$ cat config.mk
export PLATFORM = sky130hd
export DESIGN_NAME = alu_exec_ctrl
export DESIGN_NICKNAME = d
export VERILOG_FILES = /design/src/rtl/arm_dp_pkg.sv /design/src/rtl/alu_exec_ctrl_cond_eval.sv /design/src/rtl/alu_exec_ctrl.sv
export SDC_FILE = /design/constraint.sdc
export NUM_CORES = 1
export LEC_CHECK = 0
export ABC_AREA = 1
export CORE_UTILIZATION = 35
export DETAILED_ROUTE_END_ITERATION = 7
export MAX_ROUTING_LAYER = met4
export PLACE_DENSITY_LB_ADDON = 0.25
export SYNTH_ARGS = -nofsm -noshare
export SYNTH_HDL_FRONTEND = slang
export SYNTH_SLANG_ARGS = --single-unit
$ cat constraint.sdc
create_clock -name clk -period 2.4 [get_ports clk]
set_clock_uncertainty 0.15 [all_clocks]
set_input_delay 0.36 -clock clk [delete_from_list [all_inputs] [get_ports clk]]
set_output_delay 0.36 -clock clk [all_outputs]
set_load 0.01 [all_outputs]
$ cat src/rtl/arm_dp_pkg.sv
// Shared constants, FSM state type and opcode helpers for the ARM
// data-processing execute controller.
package arm_dp_pkg;

  // ARM data-processing opcodes
  localparam logic [3:0] ARM_AND = 4'h0;
  localparam logic [3:0] ARM_EOR = 4'h1;
  localparam logic [3:0] ARM_SUB = 4'h2;
  localparam logic [3:0] ARM_RSB = 4'h3;
  localparam logic [3:0] ARM_ADD = 4'h4;
  localparam logic [3:0] ARM_ADC = 4'h5;
  localparam logic [3:0] ARM_SBC = 4'h6;
  localparam logic [3:0] ARM_RSC = 4'h7;
  localparam logic [3:0] ARM_TST = 4'h8;
  localparam logic [3:0] ARM_TEQ = 4'h9;
  localparam logic [3:0] ARM_CMP = 4'hA;
  localparam logic [3:0] ARM_CMN = 4'hB;
  localparam logic [3:0] ARM_ORR = 4'hC;
  localparam logic [3:0] ARM_MOV = 4'hD;
  localparam logic [3:0] ARM_BIC = 4'hE;
  localparam logic [3:0] ARM_MVN = 4'hF;

  // ALU operation encodings
  localparam logic [4:0] ALU_AND = 5'b00000;
  localparam logic [4:0] ALU_BIC = 5'b00001;
  localparam logic [4:0] ALU_ORR = 5'b00010;
  localparam logic [4:0] ALU_EOR = 5'b00011;
  localparam logic [4:0] ALU_ADD = 5'b00100;
  localparam logic [4:0] ALU_ADC = 5'b00101;
  localparam logic [4:0] ALU_SUB = 5'b00110;
  localparam logic [4:0] ALU_SBC = 5'b00111;
  localparam logic [4:0] ALU_RSB = 5'b01000;
  localparam logic [4:0] ALU_RSC = 5'b01001;
  localparam logic [4:0] ALU_MOV = 5'b01010;
  localparam logic [4:0] ALU_MVN = 5'b01011;

  // Condition codes
  localparam logic [3:0] CC_EQ = 4'h0;
  localparam logic [3:0] CC_NE = 4'h1;
  localparam logic [3:0] CC_CS = 4'h2;
  localparam logic [3:0] CC_CC = 4'h3;
  localparam logic [3:0] CC_MI = 4'h4;
  localparam logic [3:0] CC_PL = 4'h5;
  localparam logic [3:0] CC_VS = 4'h6;
  localparam logic [3:0] CC_VC = 4'h7;
  localparam logic [3:0] CC_HI = 4'h8;
  localparam logic [3:0] CC_LS = 4'h9;
  localparam logic [3:0] CC_GE = 4'hA;
  localparam logic [3:0] CC_LT = 4'hB;
  localparam logic [3:0] CC_GT = 4'hC;
  localparam logic [3:0] CC_LE = 4'hD;
  localparam logic [3:0] CC_AL = 4'hE;
  localparam logic [3:0] CC_NV = 4'hF;

  typedef enum logic [1:0] {
    ST_IDLE = 2'd0,
    ST_EXEC = 2'd1,
    ST_WB   = 2'd2
  } state_e;

  function automatic logic [4:0] map_alu_op(input logic [3:0] opc);
    logic [4:0] op;
    case (opc)
      ARM_AND, ARM_TST: op = ALU_AND;
      ARM_EOR, ARM_TEQ: op = ALU_EOR;
      ARM_SUB, ARM_CMP: op = ALU_SUB;
      ARM_RSB:          op = ALU_RSB;
      ARM_ADD, ARM_CMN: op = ALU_ADD;
      ARM_ADC:          op = ALU_ADC;
      ARM_SBC:          op = ALU_SBC;
      ARM_RSC:          op = ALU_RSC;
      ARM_ORR:          op = ALU_ORR;
      ARM_MOV:          op = ALU_MOV;
      ARM_BIC:          op = ALU_BIC;
      default:          op = ALU_MVN;
    endcase
    return op;
  endfunction

  // Logical ops take C from the shifter and keep V
  function automatic logic is_logical(input logic [3:0] opc);
    return (opc == ARM_AND) || (opc == ARM_EOR) || (opc == ARM_TST) ||
           (opc == ARM_TEQ) || (opc == ARM_ORR) || (opc == ARM_MOV) ||
           (opc == ARM_BIC) || (opc == ARM_MVN);
  endfunction

  // Test-only ops never write the register file but always set flags
  function automatic logic is_test(input logic [3:0] opc);
    return (opc == ARM_TST) || (opc == ARM_TEQ) ||
           (opc == ARM_CMP) || (opc == ARM_CMN);
  endfunction

endpackage

$ cat src/rtl/alu_exec_ctrl_cond_eval.sv
// ARM condition-code evaluator: pass = cond holds for nzcv = {N,Z,C,V}.
module cond_eval
  import arm_dp_pkg::*;
(
  input  logic [3:0] cond,
  input  logic [3:0] nzcv,
  output logic       pass
);

  logic n, z, c, v;
  assign {n, z, c, v} = nzcv;

  // Pure decode of the 16 condition encodings
  always_comb begin
    pass = 1'b0;
    case (cond)
      CC_EQ: pass = z;
      CC_NE: pass = !z;
      CC_CS: pass = c;
      CC_CC: pass = !c;
      CC_MI: pass = n;
      CC_PL: pass = !n;
      CC_VS: pass = v;
      CC_VC: pass = !v;
      CC_HI: pass = c && !z;
      CC_LS: pass = !c || z;
      CC_GE: pass = (n == v);
      CC_LT: pass = (n != v);
      CC_GT: pass = !z && (n == v);
      CC_LE: pass = z || (n != v);
      CC_AL: pass = 1'b1;
      default: pass = 1'b0;
    endcase
  end

endmodule

$ cat src/rtl/alu_exec_ctrl.sv
// Execute-stage sequencer: accepts one DP instruction, drives the external
// ALU for one cycle, then retires it (writeback + flag update) in WB.
module alu_exec_ctrl
  import arm_dp_pkg::*;
#(
  parameter int DW = 32,
  parameter int RW = 4
) (
  input  logic          clk,
  input  logic          reset_n,
  input  logic          req_valid,
  output logic          req_ready,
  input  logic [3:0]    req_cond,
  input  logic [3:0]    req_opcode,
  input  logic          req_s,
  input  logic [RW-1:0] req_rd,
  input  logic [DW-1:0] req_a,
  input  logic [DW-1:0] req_b,
  input  logic          req_shc,
  output logic [DW-1:0] alu_a,
  output logic [DW-1:0] alu_b,
  output logic [4:0]    alu_op,
  output logic          alu_cin,
  input  logic [DW-1:0] alu_out,
  input  logic          alu_c,
  input  logic          alu_z,
  input  logic          alu_n,
  input  logic          alu_v,
  output logic          rf_we,
  output logic [RW-1:0] rf_waddr,
  output logic [DW-1:0] rf_wdata,
  output logic [3:0]    cpsr_nzcv,
  output logic          done,
  output logic          skipped
);

  state_e state_q, state_d;

  logic [3:0]    cond_q, opc_q;
  logic          s_q, shc_q;
  logic [RW-1:0] rd_q;
  logic [DW-1:0] a_q, b_q;

  logic          we_q, done_q, skip_q, upd_q;
  logic [RW-1:0] waddr_q;
  logic [DW-1:0] wdata_q;
  logic [3:0]    nzcv_q, nzcv_new_q;

  logic accept, pass;
  logic [3:0] nzcv_calc;

  assign accept = req_valid && req_ready;

  cond_eval u_cond (
    .cond (cond_q),
    .nzcv (nzcv_q),
    .pass (pass)
  );

  // State register
  always_ff @(posedge clk) begin
    if (!reset_n) state_q <= ST_IDLE;
    else          state_q <= state_d;
  end

  // Next-state: EXEC always lasts one cycle; WB can chain straight into EXEC
  always_comb begin
    state_d = state_q;
    case (state_q)
      ST_IDLE: state_d = accept ? ST_EXEC : ST_IDLE;
      ST_EXEC: state_d = ST_WB;
      ST_WB:   state_d = accept ? ST_EXEC : ST_IDLE;
      default: state_d = ST_IDLE;
    endcase
  end

  // FSM outputs
  always_comb begin
    req_ready = 1'b0;
    case (state_q)
      ST_IDLE, ST_WB: req_ready = 1'b1;
      default:        req_ready = 1'b0;
    endcase
  end

  // Request capture on handshake
  always_ff @(posedge clk) begin
    if (!reset_n) begin
      cond_q <= '0; opc_q <= '0; s_q <= 1'b0; shc_q <= 1'b0;
      rd_q   <= '0; a_q   <= '0; b_q <= '0;
    end else if (accept) begin
      cond_q <= req_cond; opc_q <= req_opcode; s_q <= req_s; shc_q <= req_shc;
      rd_q   <= req_rd;   a_q   <= req_a;      b_q <= req_b;
    end
  end

  assign alu_a   = a_q;
  assign alu_b   = b_q;
  assign alu_op  = map_alu_op(opc_q);
  assign alu_cin = nzcv_q[1];

  // Candidate flags: logical ops keep V and take C from the shifter
  always_comb begin
    nzcv_calc = {alu_n, alu_z, alu_c, alu_v};
    if (is_logical(opc_q)) nzcv_calc = {alu_n, alu_z, shc_q, nzcv_q[0]};
  end

  // Retire registers: loaded at the end of EXEC so they are live only in WB
  always_ff @(posedge clk) begin
    if (!reset_n) begin
      we_q <= 1'b0; done_q <= 1'b0; skip_q <= 1'b0; upd_q <= 1'b0;
      waddr_q <= '0; wdata_q <= '0; nzcv_new_q <= '0;
    end else begin
      we_q <= 1'b0; done_q <= 1'b0; skip_q <= 1'b0; upd_q <= 1'b0;
      if (state_q == ST_EXEC) begin
        we_q       <= pass && !is_test(opc_q);
        done_q     <= 1'b1;
        skip_q     <= !pass;
        upd_q      <= pass && (s_q || is_test(opc_q));
        waddr_q    <= rd_q;
        wdata_q    <= alu_out;
        nzcv_new_q <= nzcv_calc;
      end
    end
  end

  // CPSR flags commit at the end of WB, ahead of the next EXEC
  always_ff @(posedge clk) begin
    if (!reset_n)                       nzcv_q <= 4'b0000;
    else if (state_q == ST_WB && upd_q) nzcv_q <= nzcv_new_q;
  end

  assign rf_we     = we_q;
  assign rf_waddr  = waddr_q;
  assign rf_wdata  = wdata_q;
  assign done      = done_q;
  assign skipped   = skip_q;
  assign cpsr_nzcv = nzcv_q;

endmodule

# Word level (Yosys, flattened, before mapping)
# Memories as Yosys holds them, arrays and structs flattened. A register that Yosys moved wholly into a read port is not among the register bits.
# Index checks and enable logic that the tools add are counted.
dict set report word_totals {
  register_bits 128
  romBits 64
  inputBits 117
  n_memories 1
}
# name words width read_ports rd_ports_with_merged_regs write_ports line
set memory_table {}
lappend memory_table {{(no name shown)} 16 4 1 1 0 arm_dp_pkg.sv:63} ;# case (opc)
dict set report op_classes {
  eq_ne 27
  muxes 8
  n_reduce_logical 30
}
# operator count
set op_table {}
lappend op_table {{== test 4 bit, second input constant} 15}
lappend op_table {{== test 4 x 3 -> 1 bit, second input constant} 4}
lappend op_table {{case mux 1 bit (15 select lines)} 1}
lappend op_table {{logical OR 1 bit} 13}
lappend op_table {{== test 4 x 1 -> 1 bit, second input constant} 2}
lappend op_table {{== test 4 x 2 -> 1 bit, second input constant} 2}
lappend op_table {{zero test 4 bit} 2}
lappend op_table {{two-way mux 4 bit} 2}
lappend op_table {{logical AND 1 bit} 6}
lappend op_table {{zero test 1 bit} 6}
lappend op_table {{case mux 2 bit (2 select lines)} 1}
lappend op_table {{two-way mux 1 bit} 3}
lappend op_table {{== test 2 x 1 -> 1 bit, second input constant} 1}
lappend op_table {{== test 2 bit, second input constant} 1}
lappend op_table {{zero test 2 bit} 1}
lappend op_table {{two-way mux 2 bit} 1}
lappend op_table {{AND reduction 2 bit} 1}
lappend op_table {{OR reduction 2 bit} 1}
lappend op_table {{== test 1 bit} 1}
lappend op_table {{inequality test 1 bit} 1}

# Logic depth before layout (Yosys ltp)
dict set report logic_depth {
  word_depth 9
  ltp_mapped 11
}

# Hierarchy
# A second synthesis with hierarchy kept.
dict set report unflattened {
  hier_cells 666
  hier_area_um2 4956.0
}
# module n_inst cells_each area_per_inst_um2 seq_area_each_um2
set by_module_without_submodules {}
lappend by_module_without_submodules {alu_exec_ctrl 1 611 4727.0 2622.5}
lappend by_module_without_submodules {cond_eval 1 55 229.0 0.0}

# Worst setup path after synthesis
# OpenSTA, ideal clock, no wires.
dict set report synth_path {
  path_type {register -> register}
  start {register state_q[0]}
  end {register alu_op[0] (netlist name)}
  setup_time_ps 126
  arrival_ps 1312
  slack_ps 812
  path_stages_with_launch 12
  synth_period_minus_slack_ps 1588
  path_cell_list {dfxtp_1 -> inv_2 -> nand2_2 -> buf_6 -> nand2_1 -> o21ai_2 -> inv_2 -> nor2_4 -> inv_1 -> ha_1 -> nand3_1 -> o211ai_1}
}
dict set report synth_via {
  elab_chain_cells 6
}
# element line
set synth_lines {}
lappend synth_lines {{start: declaration} alu_exec_ctrl.sv:37} ;# state_e state_q, state_d;
lappend synth_lines {{start signal: assignment} alu_exec_ctrl.sv:63} ;# else state_q <= state_d;
lappend synth_lines {{== test 2 bit or zero test 2 bit (tied branches)} alu_exec_ctrl.sv:80} ;# case (state_q)
lappend synth_lines {{OR reduction 2 bit (no source line) *} -}
lappend synth_lines {{two-way mux 1 bit *} alu_exec_ctrl.sv:80}
lappend synth_lines {{named net req_ready} alu_exec_ctrl.sv:12} ;# output logic req_ready,
lappend synth_lines {{logical AND 1 bit *} alu_exec_ctrl.sv:52} ;# assign accept = req_valid && req_ready;
lappend synth_lines {{two-way mux 4 bit (no source line) * (2 in a row)} -}
# The timed path passes the listed nets; every way through them passes the cells marked *.
# A chain may end at the register's enable or synchronous reset.

# Final worst setup path
dict set report layout_path {
  start {register state_q[0]}
  end {output port req_ready}
}
dict set report layout_via {
  elab_chain_cells 3
}
# element line
set layout_lines {}
lappend layout_lines {{== test 2 bit or zero test 2 bit (tied branches)} alu_exec_ctrl.sv:80}
lappend layout_lines {{OR reduction 2 bit (no source line) *} -}
lappend layout_lines {{two-way mux 1 bit *} alu_exec_ctrl.sv:80}
lappend layout_lines {{end: declaration} alu_exec_ctrl.sv:12}
# Every way passes the cells marked *; elsewhere a longest branch is shown, timed or not.

==> qor.yml <==
synth_area_leader_cell: "dfxtp_1"
cts.sink_count: 131
grt_usage_pct: 21.0
setup_viol: 0
power_switching_mw: 1.43
relSlewSlack_pct: 52.4
areaGrowthSynthToFinish_pct: 62.6
timing.final.crit_share_pct: 81.7
drive_gt1_share_pct: 6.36
power_mw: 6.02
ff_latch_area_mm2: 0.00262
clkTransAtPathRegs_ps: 60
antenna_cells: 0
clock_latency_ps: 410
synth_area_leaders: "dfxtp_1, nor2_1, o21ai_0, nand2_1, clkbuf_1"
min_to: "opc_q[0]"
p_clk_share_pct: 44.8
worst_pin_slew_ps: 712
hold_slack_ps: 295
synthXorXnorAreaFrac_pct: 0
worstPathArrival_ps: 1450
synth_seq_area_share_pct: 54.2
hp-class: "in -> reg"
reg2reg_to: "alu_op[1]"
syn_avg_cell_area_um2: 7.61
sequentialPowerShare_pct: 40.2
min_from: "reset_n"
rsz0062_at_grt: "no"
ir_worst_vdd_mv: 0.478
multiInputGateArea_mm2: 0.00194
syn_inst: 636
grt-ovfl-total: 0
comb_power_share_pct: 15.0
drtAntennaViolNets: 0
maxCapViolations: 0
most-common-layout-cells: "nor2_1, clkdlybuf4s50_1, dfxtp_1"
grt_pass1_wl_um: 22800
htree_num_levels: 4
core_region_area_mm2: 0.0133
finalNonFillerCells: 1041
cts.repair.resized: 0
switching_share_pct: 23.7
hold_viol: 0
synth.top_cell.area_share_pct: 54.2
worstRegToRegCells: 8
drcViolationCount: 0
grt_max_degree: 120
cp-start-kind: "flop"
routed_wl_um: 14100
dieWidth_um: 120
rrSetupSlack_ps: 650
status: "finished, final reports clean"
fin_tns_setup_ps: 0
routedWlPerCell_um: 13.6
cts_inserted_buffers: 17
gp_congestion: 0.864
muxShareOfSynthArea_pct: 0
leakage_nw: 3.21
cp-end-kind: "output pin"
fmax_ghz: 0.510
dp_cells: 1009
ioPinCount: 231
layout_commonest_cell: "nor2_1"
drv_slew: 0
antenna_found_initial: 0
fillCellCount: 1215
synthSimpleGateAreaFrac_pct: 23.9
p_int_mw: 4.59
postLayoutCoreUtil_pct: 58.9
hold_depth: 4
port_buffers: 229
final_net_count: 973
place_hpwl_um: 9670
cp_max_fo: 4
critPathKind: "reg -> out"
reg2reg_from: "state_q[0]"
root_buffer: "clkbuf_16"
hold_buffers: 0
synth_top_family_by_area: "simple AND/OR/NAND/NOR gates"
drt-initial-drc-count: 300
synthAdderAreaFrac_pct: 1.03
synth_warnings: 0
p_per_area_mw_per_mm2: 765
syn_nets: 757
synthesis.area_mm2: 0.00484
cts_tree: "done"
drt-pass1-iter-count: 4
cp.required_ps: 1890
cts_setup_buffers: 0
min_period_ps: 1960
cts_buffer_depth: 2
dieArea_mm2: 0.0143
synth-compound-area-share_pct: 15.1
synth-seq-cells: 131
die_h_um: 120
synth.distinct_cells: 23
grt_pass1_vias: 4754
initial_core_util_pct: 36.2
drt-vias-per-instance: 4.66
rows: 42
dr_total_vias: 4856
critical path, cell delays in order, from the launching register on:
cell and delay, ps:
dfxtp_1 340, inv_2 140, clkdlybuf4s50_1 560
metrics by stage:
step                worst slack [ps]  area, µm²
global route                     384       7870
floorplan                        812       4840
finish                           439       7870
global placement                 246       7240
CTS                              409       7870
detailed placement               120       7240
Yosys cell counts:
library cell    n
a21boi_0        1
a21oi_1        12
a22oi_1         1
buf_2           2
buf_4           4
buf_6           1
clkbuf_1       32
clkinv_1        1
conb_1          1
dfxtp_1       131
ha_1            4
inv_1          21
inv_2           6
nand2_1        37
nand2_2         2
nand3_1        13
nor2_1        233
nor2_4          5
nor3_1          2
o211ai_1        4
o21ai_0       113
o21ai_1         8
o21ai_2         2
kinds of logic after synthesis:
kind of cell    after synthesis
other cells                   1
simple gates                292
fa+ha+maj                     4
buf+inv                      67
compound gates              141
flops                       131
worst max-delay path by stage:
stage / cells past startpoint / start / to
2_1_floorplan: 11 / state_q[0] / alu_op[0]
4_1_cts: 2 / state_q[0] / req_ready
6_report: 2 / state_q[0] / req_ready
5_1_grt: 2 / state_q[0] / req_ready
3_3_place_gp: 11 / req_valid / alu_op[2]
3_5_place_dp: 8 / req_valid / alu_op[1]
layer usage:
metal	vias to the layer above	wire, µm	GRT usage (%)
met5	-	0	-
met4	0	258	8.13
met3	21	911	6.27
met2	158	6980	35.5
met1	2214	5970	23.2
li1	2463	-	-
sequential cells by signal, indices dropped and copies added (netlist names):
signal / cells
alu_b: 32
state_q: 2
s_q: 1
alu_a: 32
rd_q: 4
skipped: 1
rf_waddr: 4
cpsr_nzcv: 4
upd_q: 1
shc_q: 1
cond_q: 4
alu_op: 4
opc_q: 4
rf_wdata: 32
nzcv_new_q: 4
rf_we: 1
final cells by class:
cell class | instances | area share (%)
Timing Repair Buffer | 236 | 29.9
Inverter | 28 | 1.34
Clock inverter | 14 | 2.37
Clock buffer | 18 | 5.58
Sequential cell | 131 | 33.3
Tap cell | 176 | 2.80
Multi-Input combinational cell | 438 | 24.7
power by group through the flow:
stage	sequential, mW	combinational (mW)	clock, mW
3_5_place_dp	2.46	0.907	0
6_report	2.42	0.904	2.70
3_3_place_gp	2.46	0.889	0
5_1_grt	2.44	0.994	2.88
2_1_floorplan	2.52	0.311	0
4_1_cts	2.42	0.913	2.77
(Power assumes the default switching activity.)
